File: src/rtl/lif_pkg.sv
// Shared types and helpers for the time-multiplexed LIF neuron scheduler.
package lif_pkg;

  localparam int unsigned CUR_W = 8;

  typedef enum logic [1:0] {
    IDLE = 2'd0,
    REQ  = 2'd1,
    NEXT = 2'd2,
    DONE = 2'd3
  } lif_fsm_e;

  // Neuron index width; never narrower than one bit.
  function automatic int unsigned idx_width(input int unsigned n);
    return (n > 1) ? $clog2(n) : 1;
  endfunction

  function automatic logic [4:0] popcount16(input logic [15:0] v);
    logic [4:0] c;
    c = '0;
    for (int i = 0; i < 16; i++) begin
      c = c + 5'(v[i]);
    end
    return c;
  endfunction

endpackage

File: src/rtl/lif_tick_gen.sv
// Timestep prescaler: one-cycle tick every TICK_DIV enabled clock cycles.
module lif_tick_gen #(
  parameter int unsigned TICK_DIV = 10_000_000
) (
  input  logic clk,
  input  logic rst_n,
  input  logic ena,
  output logic tick
);

  localparam int unsigned CNT_W = $clog2(TICK_DIV);
  localparam logic [CNT_W-1:0] LAST = CNT_W'(TICK_DIV - 1);

  logic [CNT_W-1:0] cnt_q;

  // Gated by ena so a count parked on LAST cannot emit repeated ticks.
  assign tick = ena && (cnt_q == LAST);

  always_ff @(posedge clk or negedge rst_n) begin
    if (!rst_n) begin
      cnt_q <= '0;
    end else if (ena) begin
      cnt_q <= tick ? '0 : cnt_q + CNT_W'(1);
    end
  end

endmodule

File: src/rtl/lif_scheduler.sv
// Sweeps N_NEURONS virtual neurons through one shared LIF datapath per timestep.
module lif_scheduler
  import lif_pkg::*;
#(
  parameter int unsigned N_NEURONS = 4,
  parameter int unsigned STATE_W   = 8,
  parameter int unsigned TICK_DIV  = 10_000_000,
  localparam int unsigned IDX_W    = idx_width(N_NEURONS),
  localparam int unsigned SCNT_W   = IDX_W + 1
) (
  input  logic                       clk,
  input  logic                       rst_n,
  input  logic                       ena,
  input  logic [CUR_W*N_NEURONS-1:0] cur_in,
  output logic                       lif_req,
  output logic [IDX_W-1:0]           lif_idx,
  output logic [CUR_W-1:0]           lif_current,
  output logic [STATE_W-1:0]         lif_state_in,
  input  logic                       lif_ack,
  input  logic [STATE_W-1:0]         lif_state_out,
  input  logic                       lif_spike,
  output logic [N_NEURONS-1:0]       spikes,
  output logic [SCNT_W-1:0]          spike_count,
  output logic                       sweep_done,
  output logic                       overrun,
  input  logic [IDX_W-1:0]           dbg_sel,
  output logic [STATE_W-1:0]         dbg_state
);

  lif_fsm_e             state_q, state_d;
  logic [IDX_W-1:0]     idx_q;
  logic [STATE_W-1:0]   mem_q [N_NEURONS];
  logic [N_NEURONS-1:0] acc_q;
  logic                 tick;
  logic                 start, wr, inc, fin;

  lif_tick_gen #(.TICK_DIV(TICK_DIV)) u_tick (
    .clk   (clk),
    .rst_n (rst_n),
    .ena   (ena),
    .tick  (tick)
  );

  assign lif_idx      = idx_q;
  assign lif_current  = cur_in[idx_q*CUR_W +: CUR_W];
  assign lif_state_in = mem_q[idx_q];
  assign dbg_state    = mem_q[dbg_sel];

  // Next-state and per-cycle control strobes.
  always_comb begin
    state_d = state_q;
    start   = 1'b0;
    wr      = 1'b0;
    inc     = 1'b0;
    fin     = 1'b0;
    case (state_q)
      IDLE: begin
        if (tick) begin
          start   = 1'b1;
          state_d = REQ;
        end
      end
      REQ: begin
        if (lif_ack) begin
          wr      = 1'b1;
          state_d = NEXT;
        end
      end
      NEXT: begin
        if (idx_q == IDX_W'(N_NEURONS - 1)) begin
          state_d = DONE;
        end else begin
          inc     = 1'b1;
          state_d = REQ;
        end
      end
      DONE: begin
        fin     = 1'b1;
        state_d = IDLE;
      end
      default: state_d = IDLE;
    endcase
  end

  always_ff @(posedge clk or negedge rst_n) begin
    if (!rst_n) begin
      state_q <= IDLE;
    end else begin
      state_q <= state_d;
    end
  end

  // Neuron state store, spike accumulation and registered outputs.
  always_ff @(posedge clk or negedge rst_n) begin
    if (!rst_n) begin
      idx_q       <= '0;
      acc_q       <= '0;
      spikes      <= '0;
      spike_count <= '0;
      lif_req     <= 1'b0;
      sweep_done  <= 1'b0;
      overrun     <= 1'b0;
      for (int i = 0; i < N_NEURONS; i++) begin
        mem_q[i] <= '0;
      end
    end else begin
      lif_req    <= (state_d == REQ);
      sweep_done <= (state_d == DONE);
      if (start) begin
        idx_q <= '0;
        acc_q <= '0;
      end
      if (inc) begin
        idx_q <= idx_q + IDX_W'(1);
      end
      if (wr) begin
        mem_q[idx_q] <= lif_state_out;
        acc_q[idx_q] <= lif_spike;
      end
      if (fin) begin
        spikes      <= acc_q;
        spike_count <= SCNT_W'(popcount16(16'(acc_q)));
      end
      // DONE is not IDLE, so a tick landing on DONE is dropped as well.
      if (tick && (state_q != IDLE)) begin
        overrun <= 1'b1;
      end
    end
  end

endmodule

File: config.mk
export PLATFORM = sky130hd
export DESIGN_NAME = lif_scheduler
export DESIGN_NICKNAME = d
export VERILOG_FILES = /design/src/rtl/lif_pkg.sv /design/src/rtl/lif_tick_gen.sv /design/src/rtl/lif_scheduler.sv
export SDC_FILE = /design/constraint.sdc
export NUM_CORES = 1
export LEC_CHECK = 0
export ABC_AREA = 1
export CAP_MARGIN = 20
export CORE_AREA = 4 4 121 123
export DETAILED_ROUTE_END_ITERATION = 8
export DIE_AREA = 0 0 125 127
export GPL_TIMING_DRIVEN = 0
export PLACE_DENSITY_LB_ADDON = 0.2
export SLEW_MARGIN = 0
export SYNTH_ARGS = -nofsm -noshare
export SYNTH_HDL_FRONTEND = slang
export SYNTH_SLANG_ARGS = --single-unit
File: constraint.sdc
create_clock -name clk -period 3.4 [get_ports clk]
set_input_delay 1.02 -clock clk [delete_from_list [all_inputs] [get_ports clk]]
set_output_delay 1.02 -clock clk [all_outputs]
set_load 0.02 [all_outputs]
# After elaboration in Yosys (flattened, before gate mapping)
# Cells that the tools add are included.
dict set report op_classes {
  order_cmp 5
  n_shift 1
  eq_ne 7
  mux 28
  n_reduce_logical 7
  n_mul 0
  n_addsub 5
  n_bitwise 2
  div_mod_pow 0
}
# op count
set ops {}
lappend ops {{$mux W8} 5}
lappend ops {{$bmux W8 S2} 2}
lappend ops {{$bwmux W32} 1}
lappend ops {{$shiftx A32 B6 Y8} 1}
lappend ops {{$add A24 B1 Y24 const B} 1}
lappend ops {{$eq A24 B24 Y1 const B} 1}
lappend ops {{$mux W24} 1}
lappend ops {{$demux W8 S2} 1}
lappend ops {{$mux W2} 5}
lappend ops {{$eq A2 B2 Y1 const B} 4}
lappend ops {{$mux W1} 8}
lappend ops {{$mux W4} 2}
lappend ops {{$pmux W2 S4} 1}
lappend ops {{$ge A3 B3 Y1 const B} 2}
lappend ops {{$not A2 Y3} 2}
lappend ops {{$bwmux W4} 1}
lappend ops {{$eq A2 B1 Y1 const B} 2}
lappend ops {{$logic_and A1 B1 Y1} 4}
lappend ops {{$reduce_bool A2 Y1} 2}
lappend ops {{$add A2 B1 Y3} 1}
lappend ops {{$add A3 B1 Y3} 1}
lappend ops {{$lt A2 B3 Y1 const B} 1}
lappend ops {{$lt A3 B1 Y1 const B} 1}
lappend ops {{$add A1 B1 Y2} 1}
lappend ops {{other kinds (4)} 4}
dict set report totals {
  n_memories 0
  mem_bits_ro 0
  reg_bits 74
  out_inout_bits 36
  ram_bits 0
  inputBits 47
  latch_bits 0
}

# Depth between registers and ports, before layout
# Gate-level depths: netlist of run 1.
dict set report depth {
  word_depth 7
  ltp_mapped 9
  depth_no_buf 9
}

# By module
# A second synthesis of run 1 with hierarchy kept.
dict set report unflattened {
  hier_cells 634
  area_unflattened_um2 4574.4
}
# mod instances area_per_inst_um2 cells_each
set modules_own_cells {}
lappend modules_own_cells {lif_scheduler 1 2950.3 385}
lappend modules_own_cells {lif_tick_gen 1 1624.1 249}

# Worst setup path before layout of run 1
# OpenSTA, ideal clock, no wires.
dict set report synth_timing {
  path_type {input port to output port}
  startpoint {input dbg_sel[0]}
  endpoint {output dbg_state[5]}
  path_slack_ps 534
  path_stages 4
  n_path_buf 1
  arrival_time_ps 1846
  required_time_ps 2380
  cell_sequence {inv_1 > clkbuf_1 > o21ai_0 > o22ai_1}
}
dict set report synth_between {
  elab_chain_len 4
}
# item line
set synth_lines {}
lappend synth_lines {{start: declaration} lif_scheduler.sv:26} ;# input logic [IDX_W-1:0] dbg_sel,
lappend synth_lines {{$not A2 Y3 (implied by the code)} lif_scheduler.sv:47} ;# assign dbg_state = mem_q[dbg_sel];
lappend synth_lines {{$bmux W8 S2} lif_scheduler.sv:47}
lappend synth_lines {{$mux W8 (implied by the code) (2 in a row)} lif_scheduler.sv:47}
lappend synth_lines {{end: declaration} lif_scheduler.sv:27} ;# output logic [STATE_W-1:0] dbg_state
# No other way between the ends. The select of a mux whose other input is x is not followed.

# Worst setup path in the final report of run 1
dict set report layout_timing {
  startpoint {input cur_in[19]}
  endpoint {output lif_current[3]}
}
dict set report layout_between {
  elab_chain_len 1
}
# item line
set layout_lines {}
lappend layout_lines {{start: declaration} lif_scheduler.sv:14} ;# input logic [CUR_W*N_NEURONS-1:0] cur_in,
lappend layout_lines {{$shiftx A32 B6 Y8} lif_scheduler.sv:45} ;# assign lif_current = cur_in[idx_q*CUR_W +: CUR_W];
lappend layout_lines {{end: declaration} lif_scheduler.sv:17} ;# output logic [CUR_W-1:0] lif_current,
# No other way between the ends.

==> results of run 1 <==
## placed cells by master (no fill, tap or decap), types with 2 or more instances in the layout
cell	instances
nand2_1	109
nor2_1	100
o21ai_0	91
dfrtp_1	73
clkdlybuf4s50_1	60
inv_1	52
nand3_1	33
o22ai_1	23
dlymetal6s2s_1	12
clkbuf_16	9
clkbuf_2	7
a21oi_1	7
ha_1	7
buf_2	5
xor2_1	5
dlygate4sd2_1	5
clkbuf_4	4
nand4_1	4
mux2_2	4
inv_2	3
nor3_1	3
clkinvlp_4	3
buf_4	3
clkdlybuf4s15_2	3
or2_2	2
clkbuf_1	2
## registers in the layout, indices dropped and copies added, names as in the netlist
name          cells
overrun           1
spike_count       3
lif_idx           2
spikes            4
mem_q            32
sweep_done        1
lif_req           1
u_tick.cnt_q     24
acc_q             4
state_q           2
## logic make-up (layout without fill, tap and decap cells)
family	Yosys count	after routing	share of synthesized area
flip-flops	74	74	0.464
AND/OR/NAND/NOR	252	252	0.255
XOR/XNOR	5	5	0.0110
multiplexers	4	4	0.0113
buffers and inverters	71	172	0.0684
adder cells (fa/ha/maj)	8	8	0.0270
AO/OA/AOI/OAI	123	123	0.163
## path summary, 6_finish.rpt
path,startpoint,endpoint,slack [ns],depth (start not counted)
min,spikes[0]$_DFFE_PN0N_,spikes[0]$_DFFE_PN0N_,0.48,2
max reg2reg,lif_idx[0]$_DFFE_PN0P_,mem_q[12]$_DFFE_PN0P_,1.22,6
max,cur_in[19],lif_current[3],0.05,4
max in group asynchronous,rst_n,mem_q[5]$_DFFE_PN0P_,2.20,2
min in group asynchronous,rst_n,u_tick.cnt_q[12]$_DFFE_PN0P_,0.63,1
min reg2reg,spikes[0]$_DFFE_PN0N_,spikes[0]$_DFFE_PN0N_,0.48,2
## metrics by stage
stage                     hold WS, ns  utilization  cell area [sq um]
after floorplan                 0.463            -               3990
after global placement          0.463        0.368               5030
after detailed placement        0.472        0.370               5060
after CTS                       0.488        0.393               5370
after global routing            0.509        0.397               5420
final                           0.478        0.397               5420
## worst max-delay path: cells and delay by family
kind	cells	cell delay, ns
buf+inv	2	1.08
compound gates	2	0.24
## layer usage
layer / global-route usage / wire length, um
met5: 0 / 0
met4: 0.0370 / 121
met3: 0.0418 / 714
met2: 0.257 / 5860
met1: 0.214 / 5740
## layout make-up
class,count,area share
plain buffers,16,0.0164
clock buffers,10,0.0422
clock inverters,6,0.0122
inverters,55,0.0381
multi-input cells,392,0.345
flip-flops and latches,74,0.342
well taps,180,0.0415
repair buffers,85,0.163
## report_power, final
group	internal, mW	switching (mW)	total [mW]
sequential	0.999	0.0977	1.10
combinational	0.320	0.393	0.713
clock	0.569	0.381	0.950
total	1.89	0.871	2.76
## repair_timing
item	4_1_cts	5_1_grt
setup buffers	0	2
gates cloned	0	0
pin swaps	0	0
setup endpoints to repair	24	23
gates resized for setup	30	20
hold buffers	0	0
==> metrics.txt, run 1 <==
status completed; Setup CP Type in2out; top cells by count, synth nand2_1, nor2_1, o21ai_0, dfrtp_1, inv_1; Worst path most repeated cell clkdlybuf4s50_1; worst slew pin tran ~0.45 ns; number of enable flip-flop cells after synthesis 0; PD cells approximately 510 mW/mm^2; MaxCap Viol Count 0; critical path's largest stage delay 0.63 ns; I/O Buffers between 80 and 90; min Tclk post-route ~3.4 ns; Layout Nets 688; first-pass GRT wire length just over 20 mm; cell accounting for the most synthesized area dfrtp_1; Slew Limit Fails 0; post-synth cell types 20; Main synth FF type dfrtp_1; DRT Pass-1 Iters 5; synthesized net count 592; Power, Total 2.76 mW; final hold vios 0; setup TNS 0 ns; DRC errors left 0; layout cells sized above 1 0.0784; # IOs slightly above 80; row count 43; relative slew slack 0.702; startpoint types input pin; Placer Congestion ~0.8; Multi-input gate area around 0.0019 sq mm; Clock Skew approximately 0.011 ns; die footprint approximately 0.016 sq mm; die span in x roughly 130 um; Final Routed Wirelength approximately 12 mm; clock-pin slew on the worst setup and hold paths approximately 0.060 ns; Sink Count 74; Starting Density 0.292; fin crit share 0.986; RSZ-0062 raised after global routing false; H-tree depth 3; Fmax about 0.3 GHz; count leader, synth nand2_1; initial antenna violation count 0; final non-filler cell total between 800 and 900; final setup vio count 0; gr usage total 0.158; largest net degree at the start of global routing 45; antenna-violating nets left 0; worst hold path type reg2reg; CTS tree built; ys async rst share 1.00; dpl hpwl approximately 9 mm; Arrival @ worst endpoint 2.33 ns; CTS max path bufs 2; Worst setup EP type output pin; Post-Syn Area between 0.003 and 0.004 sq mm; sequential share of the synthesized area 0.464; wire length per cell about 15 um; top post-synthesis cells by area dfrtp_1, o21ai_0, nand2_1, nor2_1, inv_1; share of the synthesized area in the top cell type 0.464; Reg area between 0.0015 and 0.002 sq mm; Post-Synthesis Cells 537; number of CTS-inserted buffers 9; critical path, cell by cell clkdlybuf4s50_1 > o21ai_0 > o22ai_1 > clkdlybuf4s50_1; Inserted Diodes 0; Critical Path Slowest Stage Cell clkdlybuf4s50_1; VDD IR max 245 uV; Lkg Pwr between 2 and 3 nW; P&R area growth vs syn 36.0%; core box area 0.0137 sq mm; yosys warns 0; DP Worst Slack -0.935 ns; Via density about 4.8; Synth Register Bits between 70 and 80; Req. time, crit path between 2 and 2.5 ns; clock root buffer clkbuf_16; later-pin clock latency in the skew report approximately 0.34 ns; First DRT Iteration DRCs between 300 and 400; fillcell total 1420; crit-path max FO 1; global route overflow 0; Vert. Die Dim between 100 and 150 um; routed via count about 4000; average cell area after synthesis between 7 and 8 sq um; worst setup margin about 0.047 ns; Placed Cells 800; vias in the first global route roughly 3900
Note: power is estimated with default switching activity, not from simulation.
==> run 2, diff against run 1 <==
--- a/config.mk
+++ b/config.mk
@@ -7,11 +7,12 @@
 export LEC_CHECK = 0
 export ABC_AREA = 1
 export CAP_MARGIN = 20
-export CORE_AREA = 4 4 121 123
+export CORE_AREA = 2 2 119 121
 export DETAILED_ROUTE_END_ITERATION = 8
-export DIE_AREA = 0 0 125 127
+export DIE_AREA = 0 0 121 123
 export GPL_TIMING_DRIVEN = 0
 export PLACE_DENSITY_LB_ADDON = 0.2
+export SETUP_SLACK_MARGIN = 0.1
 export SLEW_MARGIN = 0
 export SYNTH_ARGS = -nofsm -noshare
 export SYNTH_HDL_FRONTEND = slang
==> metrics.txt, run 2 (same netlist as run 1, synthesis figures left out) <==
status completed; vias in the first global route 3936 (+0.33%); CTS tree built; leading cell types in the layout, fill and taps excluded nand2_1, nor2_1, o21ai_0; fillcell total 1394 (-1.8%); final hold vios 0 (unchanged); crit-path max FO 9 (+8); worst r2r src lif_idx[1]$_DFFE_PN0P_; worst hold path type reg2reg; # IOs 83 (unchanged); Worst setup EP type output pin; fin crit share 0.944 (-0.0419); I/O Buffers 82 (unchanged); startpoint types input pin; hold buffers post-CTS 0 (unchanged); Placed Cells 800 (unchanged); Regs by FF count mem_q x32, u_tick.cnt_q x24; Reg2Reg Setup Slack 1.33 ns (+0.11 ns); Layout Nets 689 (+0.15%); crit-path leading delay family buffers and inverters; min Tclk post-route 3.21 ns (-0.142 ns); layout cells sized above 1 0.0923 (+0.0140); global route overflow 0 (unchanged); Placer Congestion 0.851 (+4.0%); CP Capture Point dbg_state[0]; H-tree depth 3 (unchanged); setup TNS 0 ns (unchanged); Crit. Startpoint dbg_sel[1]; Via density 4.85 (+0.92%); Largest Register mem_q; DRT Pass-1 Iters 4 (-1); first-pass GRT wire length 20.1 mm (-1.6%); Final Routed Wirelength 12.5 mm (+0.17%); worst slew pin tran 0.426 ns (-0.0218 ns); DRC errors left 0 (unchanged); P&R area growth vs syn 35.2%; RSZ-0062 raised after global routing false; dpl hpwl 8.85 mm (-0.49%); PD cells 513 mW/mm^2 (+0.80%); die span in x 121 um (-3.2%); Multi-input gate area 0.00188 sq mm (+0.33%); Req. time, crit path 2.38 ns (about the same); clock-pin slew on the worst setup and hold paths 0.06 ns (about the same); Critical Path Slowest Stage Cell dlygate4sd2_1; Stages on worst setup path 4 (unchanged); Hold Path Depth 2 (unchanged); Setup CP Type in2out; number of CTS-inserted buffers 9 (unchanged); Clock Skew 0.00444 ns (-0.00641 ns); initial antenna violation count 0 (unchanged); Sink Count 74 (unchanged); Lkg Pwr 2.60 nW (-2.3%); later-pin clock latency in the skew report 0.34 ns (about the same); row count 43 (unchanged); critical path, cell by cell dlygate4sd2_1 > o21ai_0 > o22ai_2 > clkdlybuf4s15_2; Slew Limit Fails 0 (unchanged); clock root buffer clkbuf_16; CTS max path bufs 2 (unchanged); Starting Density 0.293 (+0.00115); die footprint 0.0149 sq mm (-6.2%); largest net degree at the start of global routing 47 (+4.4%); Fmax 0.311 GHz (+4.4%); max reg flops 32 (unchanged); antenna-violating nets left 0 (unchanged); most common cell after layout, fill and taps aside nand2_1; Arrival @ worst endpoint 2.19 ns (-0.14 ns); Worst Path Buf+Inv 2 (unchanged); critical path's largest stage delay 0.43 ns (-0.20 ns); MaxCap Viol Count 0 (unchanged); First DRT Iteration DRCs 324 (+1.6%); RR Endpoint mem_q[24]$_DFFE_PN0P_; gr usage total 0.173 (+0.0150); relative slew slack 0.715 (+0.0139); Reg area 0.00185 sq mm (about the same); Worst Reg2Reg Path Length in Cells 6 (unchanged); routed via count 3971 (+1.0%); final setup vio count 0 (unchanged); Vert. Die Dim 123 um (-3.1%); final non-filler cell total 819 (+0.12%); core box area 0.0136 sq mm (-0.39%); VDD IR max 247 uV (+1.0%); Inserted Diodes 0 (unchanged); wire length per cell 15.2 um (about the same)
-- run 2: worst reg2reg max path, cell delays in order (launching register included) --
cell and delay, ns:
dfrtp_2 0.54, inv_2 0.15, buf_2 0.22, ha_1 0.22, nand2_1 0.34, buf_2 0.36, o21ai_0 0.13
-- run 2: where the power goes --
group / internal (mW) / switching, mW / leakage [nW] / total, mW
registers: 0.999 / 0.105 / 0.956 / 1.10
logic: 0.308 / 0.394 / 1.50 / 0.702
clock network: 0.571 / 0.388 / 0.147 / 0.959
-- run 2: how the worst min path moves through the flow --
stage	to	slack [ns]	from
after floorplan	u_tick.cnt_q[4]$_DFFE_PN0P_	0.46	u_tick.cnt_q[4]$_DFFE_PN0P_
after global placement	overrun$_DFFE_PN0P_	0.46	overrun$_DFFE_PN0P_
after detailed placement	spikes[0]$_DFFE_PN0N_	0.48	spikes[0]$_DFFE_PN0N_
after CTS	spikes[0]$_DFFE_PN0N_	0.50	spikes[0]$_DFFE_PN0N_
after global routing	spike_count[1]$_DFFE_PN0N_	0.53	spike_count[1]$_DFFE_PN0N_
final	spikes[0]$_DFFE_PN0N_	0.49	spikes[0]$_DFFE_PN0N_
-- run 2: timing repair --
| item | in CTS | in global routing |
|---|---|---|
| setup endpoints to repair | 24 | 13 |
| setup buffers | 0 | 3 |
| pin swaps | 1 | 0 |
| resized for setup | 60 | 11 |
-- run 2: metal layers --
| metal | share of wire | GRT usage | up-vias | wire [um] |
|---|---|---|---|---|
| met5 | 0 | 0 | - | 0 |
| met4 | 0.012 | 0.0538 | 0 | 150 |
| met3 | 0.065 | 0.0438 | 11 | 810 |
| met2 | 0.46 | 0.271 | 155 | 5760 |
| met1 | 0.46 | 0.237 | 1854 | 5730 |
| li1 | - | - | 1951 | - |
-- run 2: final cells by class --
cell class / count / area share
flip-flops and latches: 74 / 0.344
clock inverters: 6 / 0.0123
inverters: 55 / 0.0383
multi-input cells: 392 / 0.348
repair buffers: 86 / 0.156
plain buffers: 16 / 0.0172
well taps: 180 / 0.0418
clock buffers: 10 / 0.0425
-- run 2: per-stage QoR --
stage | cell area, sq um | worst slack (ns) | utilization | hold slack [ns] | power (mW)
after floorplan | 3990 | 0.534 | - | 0.463 | 1.49
after global placement | 5030 | -1.40 | 0.370 | 0.463 | 1.83
after detailed placement | 5060 | -0.887 | 0.372 | 0.480 | 1.84
after CTS | 5360 | 0.0645 | 0.393 | 0.496 | 2.79
after global routing | 5390 | 0.109 | 0.396 | 0.527 | 2.91
final | 5390 | 0.189 | 0.396 | 0.489 | 2.77
==> run 3, diff against run 2 <==
==> constraint.sdc (replaced) <==
create_clock -name clk -period 2.72 [get_ports clk]
set_input_delay 0.816 -clock clk [delete_from_list [all_inputs] [get_ports clk]]
set_output_delay 0.816 -clock clk [all_outputs]
set_load 0.02 [all_outputs]
==> metrics.txt, run 3 (same netlist as run 1, synthesis figures left out) <==
clock root buffer clkbuf_16; worst hold path type in2async; DRC errors left 0 (unchanged); First DRT Iteration DRCs 281 (-13%); most common cell after layout, fill and taps aside nand2_1; routed via count 4018 (+1.2%); VDD IR max 280 uV (+13%); status completed; Power, Total 3.45 mW (+25%); antenna-violating nets left 0 (unchanged); Placed Cells 800 (unchanged); # IOs 83 (unchanged); startpoint types input pin; H-tree depth 3 (unchanged); Inserted Diodes 0 (unchanged); row count 43 (unchanged); DP Area 0.00506 sq mm (unchanged); Lkg Pwr 2.58 nW (-0.74%); Vert. Die Dim 123 um (unchanged); Via density 4.88 (+0.57%); PD cells 636 mW/mm^2 (+24%); Sink Count 74 (unchanged); min Tclk post-route approximately 2.6 ns; DRT Pass-1 Iters 5 (+1); MaxCap Viol Count 0 (unchanged); crit-path max FO 9 (unchanged); Layout Nets 694 (+0.73%); Largest Register mem_q; Clock Skew 0.00458 ns (+0.000145 ns); Worst Reg2Reg Path Length in Cells 7 (+1); clock-pin slew on the worst setup and hold paths 0.06 ns (about the same); max reg flops 32 (unchanged); Setup CP Type in2out; CTS max path bufs 2 (unchanged); vias in the first global route 3940 (+0.10%); RSZ-0062 raised after global routing true; core box area 0.0136 sq mm (unchanged); dpl hpwl 8.85 mm (unchanged); first-pass GRT wire length 20.2 mm (+0.48%); final instance area 0.00542 sq mm (+0.60%); P&R area growth vs syn 36.0%; global route overflow 0 (unchanged); relative slew slack 0.715 (about the same); later-pin clock latency in the skew report 0.34 ns (about the same); number of CTS-inserted buffers 9 (unchanged); Final Routed Wirelength 12.5 mm (+0.12%); Clk pwr share 0.346 (about the same); internal power 2.34 mW (+25%); layout cells sized above 1 0.129 (+0.0366); fillcell total 1396 (+0.14%); gr usage total 0.174 (+0.000691); Sw Ratio 0.321 (about the same); final setup vio count 0 (unchanged); final hold vios 0 (unchanged); Worst setup EP type output pin; CTS tree built; Starting Density 0.293 (unchanged); Slew Limit Fails 0 (unchanged); Seq pwr share 0.400 (about the same); I/O Buffers 82 (unchanged); Arrival @ worst endpoint 1.79 ns (-0.40 ns); Fmax about 0.38 GHz; fin crit share 0.957; post-layout util 0.398 (+0.00239); initial antenna violation count 0 (unchanged); final non-filler cell total 824 (+0.61%); Req. time, crit path 1.90 ns (-0.48 ns); Psw 1.11 mW (+25%); leading cell types in the layout, fill and taps excluded nand2_1, nor2_1, o21ai_0; Regs by FF count mem_q x32, u_tick.cnt_q x24; die footprint 0.0149 sq mm (unchanged); die span in x 121 um (unchanged); wire length per cell 15.1 um (-0.49%); Placer Congestion 0.851 (unchanged); setup TNS 0 ns (unchanged); logic gate share of total power 0.254 (about the same); worst slew pin tran 0.426 ns (+0.000606 ns); largest net degree at the start of global routing 47 (unchanged)
## run 3: changes by cell type in the layout (fill, tap and decap cells not counted), sizes merged
cell,before,now
buf,17,31
dlygate4sd2,12,0
clkbuf,19,23
clkdlybuf4s15,4,8
dlymetal6s2s,3,0
clkdlybuf4s50,57,55
## run 3: worst paths after layout
path | startpoint | slack [ns] | endpoint
worst min register to register | spikes[0]$_DFFE_PN0N_ | 0.49 | spikes[0]$_DFFE_PN0N_
min in group clk | spikes[0]$_DFFE_PN0N_ | 0.49 | spikes[0]$_DFFE_PN0N_
worst min-delay path | rst_n | 0.40 | u_tick.cnt_q[8]$_DFFE_PN0P_
max in group asynchronous | rst_n | 1.74 | lif_idx[1]$_DFFE_PN0P_
worst max-delay path | dbg_sel[1] | 0.12 | dbg_state[1]
worst max register to register | lif_idx[1]$_DFFE_PN0P_ | 0.79 | mem_q[30]$_DFFE_PN0P_
## run 3: critical path, stage by stage
cell and delay (ns):
clkdlybuf4s15_2 0.29, inv_4 0.15, o21ai_0 0.10, o22ai_1 0.15, clkdlybuf4s15_2 0.29
## run 3: timing repair
item,in CTS,in global routing
pin swaps,1,1
endpoints found under the hold margin,0,0
hold buffers,0,0
resized for setup,112,20
buffers inserted,2,6
endpoints found under the setup margin,24,18
## run 3: per-layer routing
metal | share of wire | vias up | global-route usage
met5 | 0 | - | 0
met4 | 0.013 | 0 | 0.0538
met3 | 0.065 | 13 | 0.0457
met2 | 0.46 | 144 | 0.271
met1 | 0.46 | 1895 | 0.237
li1 | - | 1966 | -
## run 3: stage by stage
step	setup WS, ns	hold WS (ns)
3_5_place_dp	-1.16	0.480
3_3_place_gp	-1.87	0.463
6_report	0.117	0.401
5_1_grt	0.0581	0.428
2_1_floorplan	0.262	0.463
4_1_cts	0.102	0.418
## run 3: power groups by stage
stage | Sequential (mW) | Combinational [mW] | Clock, mW
2_1_floorplan | 1.39 | 0.477 | 0
3_3_place_gp | 1.39 | 0.895 | 0
3_5_place_dp | 1.39 | 0.905 | 0
4_1_cts | 1.38 | 0.885 | 1.22
5_1_grt | 1.40 | 0.973 | 1.27
6_report | 1.38 | 0.874 | 1.19
## run 3: cell type report
type | count | area (sq um) | share of cell area
Multi-Input combinational cell | 392 | 1890 | 0.348
Sequential cell | 74 | 1850 | 0.342
Timing Repair Buffer | 91 | 831 | 0.153
Clock buffer | 10 | 229 | 0.0422
Tap cell | 180 | 225 | 0.0415
Inverter | 55 | 211 | 0.0390
Buffer | 16 | 118 | 0.0217
Clock inverter | 6 | 66.3 | 0.0122
